===== config.mk =====
export PLATFORM = sky130hd
export DESIGN_NAME = operand_fetch
export DESIGN_NICKNAME = d
export VERILOG_FILES = /design/src/rtl/operand_fetch_pkg.sv /design/src/rtl/operand_fetch_fwd_select.sv /design/src/rtl/operand_fetch.sv
export SDC_FILE = /design/constraint.sdc
export NUM_CORES = 1
export LEC_CHECK = 0
export ABC_AREA = 0
export BUFFER_PORTS_ARGS = -buffer_cell sky130_fd_sc_hd__buf_2
export CORE_ASPECT_RATIO = 0.9
export CORE_MARGIN = 10
export CORE_UTILIZATION = 46
export DETAILED_ROUTE_END_ITERATION = 6
export PLACE_DENSITY_LB_ADDON = 0.1
export SLEW_MARGIN = 20
export SYNTH_ARGS = -nofsm -noshare
export SYNTH_HDL_FRONTEND = slang
export SYNTH_SLANG_ARGS = --single-unit

===== constraint.sdc =====
create_clock -name clk -period 2.2 [get_ports clk]
set_input_delay 0.33 -clock clk [delete_from_list [all_inputs] [get_ports clk]]
set_output_delay 0.33 -clock clk [all_outputs]
set_load 0.005 [all_outputs]

===== src/rtl/operand_fetch_pkg.sv =====
// Shared widths and enumerations for the operand-fetch stage and its forwarding muxes.
package operand_fetch_pkg;
  localparam int DATA_W   = 32;
  localparam int ADDR_W   = 4;
  localparam int NUM_REGS = 16;
  localparam int CNT_W    = 16;

  typedef enum logic {EMPTY, FULL} state_t;
  typedef enum logic [1:0] {FWD_RF, FWD_EX, FWD_MEM} fwd_src_t;
endpackage


===== src/rtl/operand_fetch_fwd_select.sv =====
// Per-source bypass selection: picks ex, mem or register-file data and flags a load-use hazard.
module fwd_select
  import operand_fetch_pkg::*;
#(
  parameter int DATA_W = operand_fetch_pkg::DATA_W,
  parameter int ADDR_W = operand_fetch_pkg::ADDR_W
) (
  input  logic [ADDR_W-1:0] idx,
  input  logic              use_src,
  input  logic              ex_wb,
  input  logic              ex_is_load,
  input  logic [ADDR_W-1:0] ex_rd,
  input  logic [DATA_W-1:0] ex_result,
  input  logic              mem_wb,
  input  logic [ADDR_W-1:0] mem_rd,
  input  logic [DATA_W-1:0] mem_result,
  input  logic [DATA_W-1:0] rf_data,
  output logic [DATA_W-1:0] operand,
  output fwd_src_t          src,
  output logic              hazard
);
  // A load still in execute has no data yet, so it never bypasses; it raises a hazard instead.
  always_comb begin
    src = FWD_RF;
    if (use_src && ex_wb && !ex_is_load && (ex_rd == idx))
      src = FWD_EX;
    else if (use_src && mem_wb && (mem_rd == idx))
      src = FWD_MEM;
  end

  always_comb begin
    operand = rf_data;
    case (src)
      FWD_EX:  operand = ex_result;
      FWD_MEM: operand = mem_result;
      default: operand = rf_data;
    endcase
  end

  assign hazard = use_src && ex_wb && ex_is_load && (ex_rd == idx);
endmodule


===== src/rtl/operand_fetch.sv =====
// Operand-fetch stage: register-file selects, bypass resolution, load-use stall and a
// one-entry valid/ready output register feeding execute.
module operand_fetch
  import operand_fetch_pkg::*;
#(
  parameter int DATA_W = operand_fetch_pkg::DATA_W,
  parameter int ADDR_W = operand_fetch_pkg::ADDR_W,
  parameter int CNT_W  = operand_fetch_pkg::CNT_W
) (
  input  logic              clk,
  input  logic              reset,
  input  logic              flush,
  input  logic              in_valid,
  output logic              in_ready,
  input  logic [ADDR_W-1:0] in_rn,
  input  logic [ADDR_W-1:0] in_rm,
  input  logic              in_use_rn,
  input  logic              in_use_rm,
  input  logic [ADDR_W-1:0] in_rd,
  input  logic              in_wb,
  input  logic              in_is_load,
  output logic [ADDR_W-1:0] rf_sel_a,
  output logic [ADDR_W-1:0] rf_sel_b,
  input  logic [DATA_W-1:0] rf_data_a,
  input  logic [DATA_W-1:0] rf_data_b,
  input  logic              ex_wb,
  input  logic              ex_is_load,
  input  logic [ADDR_W-1:0] ex_rd,
  input  logic [DATA_W-1:0] ex_result,
  input  logic              mem_wb,
  input  logic [ADDR_W-1:0] mem_rd,
  input  logic [DATA_W-1:0] mem_result,
  output logic              out_valid,
  input  logic              out_ready,
  output logic [DATA_W-1:0] out_a,
  output logic [DATA_W-1:0] out_b,
  output logic [ADDR_W-1:0] out_rd,
  output logic              out_wb,
  output logic              out_is_load,
  output logic [CNT_W-1:0]  stall_count
);
  state_t            state;
  logic [DATA_W-1:0] opnd_a, opnd_b;
  logic              haz_a, haz_b, hazard, accept;
  fwd_src_t          unused_src_a, unused_src_b;

  assign rf_sel_a = in_rn;
  assign rf_sel_b = in_rm;

  fwd_select #(.DATA_W(DATA_W), .ADDR_W(ADDR_W)) u_fwd_a (
    .idx(in_rn), .use_src(in_use_rn),
    .ex_wb(ex_wb), .ex_is_load(ex_is_load), .ex_rd(ex_rd), .ex_result(ex_result),
    .mem_wb(mem_wb), .mem_rd(mem_rd), .mem_result(mem_result),
    .rf_data(rf_data_a), .operand(opnd_a), .src(unused_src_a), .hazard(haz_a)
  );

  fwd_select #(.DATA_W(DATA_W), .ADDR_W(ADDR_W)) u_fwd_b (
    .idx(in_rm), .use_src(in_use_rm),
    .ex_wb(ex_wb), .ex_is_load(ex_is_load), .ex_rd(ex_rd), .ex_result(ex_result),
    .mem_wb(mem_wb), .mem_rd(mem_rd), .mem_result(mem_result),
    .rf_data(rf_data_b), .operand(opnd_b), .src(unused_src_b), .hazard(haz_b)
  );

  assign hazard    = in_valid && (haz_a || haz_b);
  assign in_ready  = !hazard && !flush && ((state == EMPTY) || out_ready);
  assign accept    = in_valid && in_ready;
  assign out_valid = (state == FULL);

  always_ff @(posedge clk) begin
    if (reset) begin
      state       <= EMPTY;
      out_a       <= '0;
      out_b       <= '0;
      out_rd      <= '0;
      out_wb      <= 1'b0;
      out_is_load <= 1'b0;
      stall_count <= '0;
    end else begin
      // Counts stalls regardless of flush; saturates rather than wrapping.
      if (hazard && (stall_count != {CNT_W{1'b1}}))
        stall_count <= stall_count + CNT_W'(1);
      if (flush) begin
        state <= EMPTY;
      end else if (accept) begin
        state       <= FULL;
        out_a       <= opnd_a;
        out_b       <= opnd_b;
        out_rd      <= in_rd;
        out_wb      <= in_wb;
        out_is_load <= in_is_load;
      end else if ((state == FULL) && out_ready) begin
        state <= EMPTY;
      end
    end
  end
endmodule


Word level (Yosys, flattened, before mapping)
Index checks and enable logic that the tools add are counted.
Storage, ports and cells
  memory bits (writable): 0
  input bits: 160
  memories: 0
  latch bits: 0
  bits in read-only memories: 0
  output and inout port bits: 96
  bits in registers: 87
Cells by class
  $add $sub $neg: 1
  muxes and demuxes: 8
  divide/modulo/power cells: 0
  reduce and logical (&&, ||, !) cells: 28
  order comparisons: 0
  multipliers: 0
  eq/ne operators: 9
  shift-type cells: 0
  bitwise operators: 2
Operators with widths (number)
  32-bit one-hot mux with 2 select lines: 2
  1-bit logical AND: 20
  16-bit by 1-bit adder with 16-bit output, second input constant: 1
  4-bit equality test: 4
  16-bit != test, second input constant: 1
  2-bit 2-to-1 mux: 4
  2-bit by 1-bit equality test with 1-bit output, second input constant: 2
  2-bit equality test, second input constant: 2
  1-bit zero test: 3
  1-bit logical OR: 2
  1-bit 2-to-1 mux: 2
  1-bit NOT: 2
  2-bit AND reduction: 1
  2-bit nonzero test: 1
  2-bit OR reduction: 1

Longest topological paths before layout
  depth in word-level cells: 10
  depth in mapped cells: 7
  gate-level depth less buffers: 6

Hierarchy
A second synthesis with hierarchy kept.
Second synthesis, totals
  cell total of the unflattened synthesis: 684
  area total of the unflattened synthesis: 5691.7 µm²
By module, submodules not included
  operand_fetch: seq. area each 1741.7 µm², area an instance 3367.0 µm², times used 1, cells each 340
  fwd_select: seq. area each 0.0 µm², area an instance 1162.4 µm², times used 2, cells each 172

Worst setup path after synthesis
No wires, ideal clock.
  path type: input to output
  start: in ex_rd[1]
  end: out in_ready
  stages: 7
  setup slack: 0.221 ns
  data arrival time: 1.649 ns
  cell sequence: xnor2_1 -> and3_1 -> a22oi_1 -> clkbuf_1 -> clkbuf_1 -> nor2_1 -> nor3b_1
Between the ends
  cells in the longest elaborated chain, start to end: 7
Ends and longest elaborated chain
  from (decl): line operand_fetch.sv:28  | input logic [ADDR_W-1:0] ex_rd,
  4-bit equality test: line operand_fetch_fwd_select.sv:40  | assign hazard = use_src && ex_wb && ex_is_load && (ex_rd == idx);
  1-bit logical AND: line operand_fetch_fwd_select.sv:40
  1-bit logical OR *: line operand_fetch.sv:64  | assign hazard = in_valid && (haz_a || haz_b);
  1-bit logical AND *: line operand_fetch.sv:64
  1-bit zero test *: line operand_fetch.sv:65  | assign in_ready = !hazard && !flush && ((state == EMPTY) || out_ready);
  1-bit logical AND * (2 in series): line operand_fetch.sv:65
  to (decl): line operand_fetch.sv:14  | output logic in_ready,
Every way passes the cells marked *; elsewhere a longest branch is shown, timed or not.

Final worst setup path
  start: reg stall_count[0]
  end: reg stall_count[8]
Between the ends
  cells in the longest elaborated chain, start to end: 2
Ends and longest elaborated chain
  from (decl): line operand_fetch.sv:40  | output logic [CNT_W-1:0] stall_count
  from (signal assigned): line operand_fetch.sv:81  | stall_count <= stall_count + CNT_W'(1);
  parallel branches: the longest is 2 deep, another holds 16-bit by 1-bit adder with 16-bit output
Parallel ways; which one is timed is not known.
A chain may end at the register's enable or synchronous reset.

==> impl_metrics.csv <==
group,metric,value,unit
grt,grt_pass1_vias,6037,
min_path,hold_path_end,"out_valid",
floorplanning,die_width,130,µm
floorplanning,fp.dieH,119,µm
drt,drtIter0Drc,618,
final_layout,layout_common_cells,"buf_2 (255), inv_1 (94), dfxtp_1 (87)",
final_layout,final_cell_area,6900,µm²
cts,cts_made_buffers,9,
grt,grtUsageTotal,0.244,
synth,avgSynthCellArea,7.88,µm²
timing,rsz0062_at_grt,"no",
cts,postCtsHoldBufs,0,
timing,hold_viol_final,0,
timing,fin_crit,2060,ps
power,p_comb_frac,0.173,
timing,skew,9.05,ps
power,powerDensity,598,nW/µm²
cts,htree_levels,3,
setup_path,critPathKind,"reg2reg",
timing,tightest_slew,744,ps
floorplanning,die_area,15600,µm²
cts,worstSkewPairLatency,340,ps
power,finalPower,4130,µW
power,power_frac_clock,0.419,
run_status,status,"finished, final reports clean",
synth,synth_edf_count,0,
grt,grt-ovfl-total,0,
job,maxCapViolations,0,
setup_path,rr_worst_depth,6,
power,swShare,0.256,
power,p_seq_frac,0.408,
final_layout,multi_input_area,2690,µm²
placement,post_dp_cell_area,6530,µm²
timing,setup-tns-final,0,ps
synth,netlist_area,5040,µm²
setup_path,r2r_start,"stall_count[0]",
power,switchingPower,1050,µW
synth,ys_ff_latch,87,
power,power.internal,3070,µW
cts,cts.sinks,87,
timing,post-route-period-util,0.937,
setup_path,r2r_slack,140,ps
grt,antenna_found_initial,3,
setup_path,cp_max_fo,5,
setup_path,worstPathArrival,2290,ps
final_layout,syn_to_final_growth,36.9,%
placement,finalWeightedCongestion,0.903,
setup_path,start_kind,"register",
power,peakVddDrop,0.000389,V
timing,slew_headroom,0.504,
timing,postLayoutSetupSlackWorst,139,ps
synth,syn_nets,801,
floorplanning,ioPinCount,256,
final_layout,final_util,0.641,
cts,cts_tree,"built",
power,p_leak,0.00329,µW
min_path,worstHoldPathType,"in2reg",
timing,fmax,0.485,GHz
drt,drc,0,
setup_path,end_kind,"register",
final_layout,drive_gt1_frac,0.393,
floorplanning,num_rows,36,
placement,port_buffers,255,
drt,antenna_left,0,
synth,ys_async_sr_fraction,0,
final_layout,fin_nets,1038,
synth,synthDistinctLibCells,39,
final_layout,layout_commonest_cell,"buf_2",
grt,grt_pass1_wl,30.8,mm
final_layout,fillerInstances,927,
drt,finalWirelength,20.1,mm
cts,cts_resized,0,
drt,routedWlPerCell,19.8,µm
placement,pre_cts_slack,-61.6,ps
synth,postSynthCellCount,640,
drt,vias,5842,
setup_path,crit_required,2430,ps
drt,drtPass1Iterations,5,
final_layout,regArea,1740,µm²
cts,clk_path_buf_depth,2,
floorplanning,initial_utilization,0.469,
placement,detailed_place_hpwl,15.2,mm
cts,cts_setup_buffers,0,
synth,seq_area_frac_synth,0.345,
synth,synth_ff_type,"dfxtp_1",
cts,cts.clk_slew.worst_paths,70,ps
synth,yosys_warnings,0,
min_path,hold_start,"flush",
setup_path,reg2reg_to,"stall_count[8]",
grt,grt_max_degree,45,
floorplanning,core-area,10800,µm²
timing,slew_viol_final,0,
drt,viasPerCell,5.75,
min_path,worstHoldPathCells,2,
cts,cts-root-buf,"clkbuf_16",
timing,setup_viol,0,
## area by class of cell
cell class | count | area share
clock buffer | 12 | 0.0386
antenna | 1 | 0.000362
timing repair buffer | 288 | 0.233
clock inverter | 4 | 0.0111
tap | 133 | 0.0241
multi-input combinational | 397 | 0.390
sequential | 87 | 0.252
inverter | 94 | 0.0511
## state kept, by name (all words and copies together) (netlist names)
signal	cells
out_is_load	1
out_rd	4
out_valid	1
out_b	32
out_wb	1
out_a	32
stall_count	16
## critical path, stage by stage, from the launching register on
cell	delay (ps)
dfxtp_1	400
ha_1	230
nand2_1	80
or4_1	500
o211ai_1	340
nor3_1	120
mux2_2	280
## worst max path at each step
stage	from	to	slack (ps)	depth (start not counted)
4_1_cts	stall_count[0]	stall_count[8]	130	6
3_3_place_gp	mem_rd[1]	out_b[22]	-110	7
2_1_floorplan	ex_rd[1]	in_ready	220	7
6_report	stall_count[0]	stall_count[8]	140	6
3_5_place_dp	mem_rd[1]	out_b[22]	-60	7
5_1_grt	stall_count[0]	stall_count[8]	20	6
## per-layer routing
layer	track usage	vias to the layer above	wire, µm
met3	0.0909	39	2160
met4	0.0938	4	479
met5	0	-	14
met1	0.272	2759	7820
met2	0.412	263	9610
li1	-	2777	-
## synth_stat cells (2+ instances only)
| library cell | instances | area [µm²] |
|---|---|---|
| a211oi_1 | 10 | 75.1 |
| buf_2 | 11 | 55.1 |
| nor2b_1 | 4 | 25.0 |
| or2_2 | 35 | 219 |
| a32o_1 | 44 | 440 |
| nand2_1 | 48 | 180 |
| nand3_1 | 9 | 45.0 |
| mux2i_1 | 7 | 70.1 |
| buf_4 | 8 | 60.1 |
| or4_1 | 11 | 82.6 |
| o31ai_1 | 10 | 75.1 |
| xnor2_1 | 8 | 70.1 |
| o211ai_1 | 13 | 97.6 |
| nor3_1 | 18 | 90.1 |
| o211a_1 | 10 | 100 |
| mux2_2 | 3 | 33.8 |
| nand4_1 | 3 | 18.8 |
| o221ai_1 | 32 | 280 |
| xor2_1 | 5 | 43.8 |
| nor2_1 | 38 | 143 |
| a21oi_1 | 13 | 65.1 |
| clkbuf_1 | 43 | 161 |
| and2_1 | 2 | 12.5 |
| inv_1 | 94 | 353 |
| or3_1 | 15 | 93.8 |
| o21ai_0 | 24 | 120 |
| and3_1 | 5 | 31.3 |
| o32ai_1 | 20 | 175 |
| dfxtp_1 | 87 | 1740 |
## cell families after synthesis
kind of cell / share of synthesized area
flip-flops: 0.345
buffers and inverters: 0.125
multiplexers: 0.0206
XOR/XNOR: 0.0226
AND/OR/NAND/NOR: 0.192
adder cells (fa/ha/maj): 0.00248
AO/OA/AOI/OAI: 0.292
## power by group through the flow
stage	Combinational (µW)	Clock [µW]	Sequential [µW]
floorplan	326	0	1720
global placement	683	0	1720
detailed placement	700	0	1720
CTS	703	1750	1680
global route	781	1800	1690
finish	712	1730	1680
## stage by stage
stage | hold WS, ps | instances
detailed placement | 441 | 998
finish | 170 | 1016
global placement | 439 | 998
CTS | 161 | 1014
floorplan | 409 | 640
global route | 191 | 1016
Power figures use the tool's default switching activity.
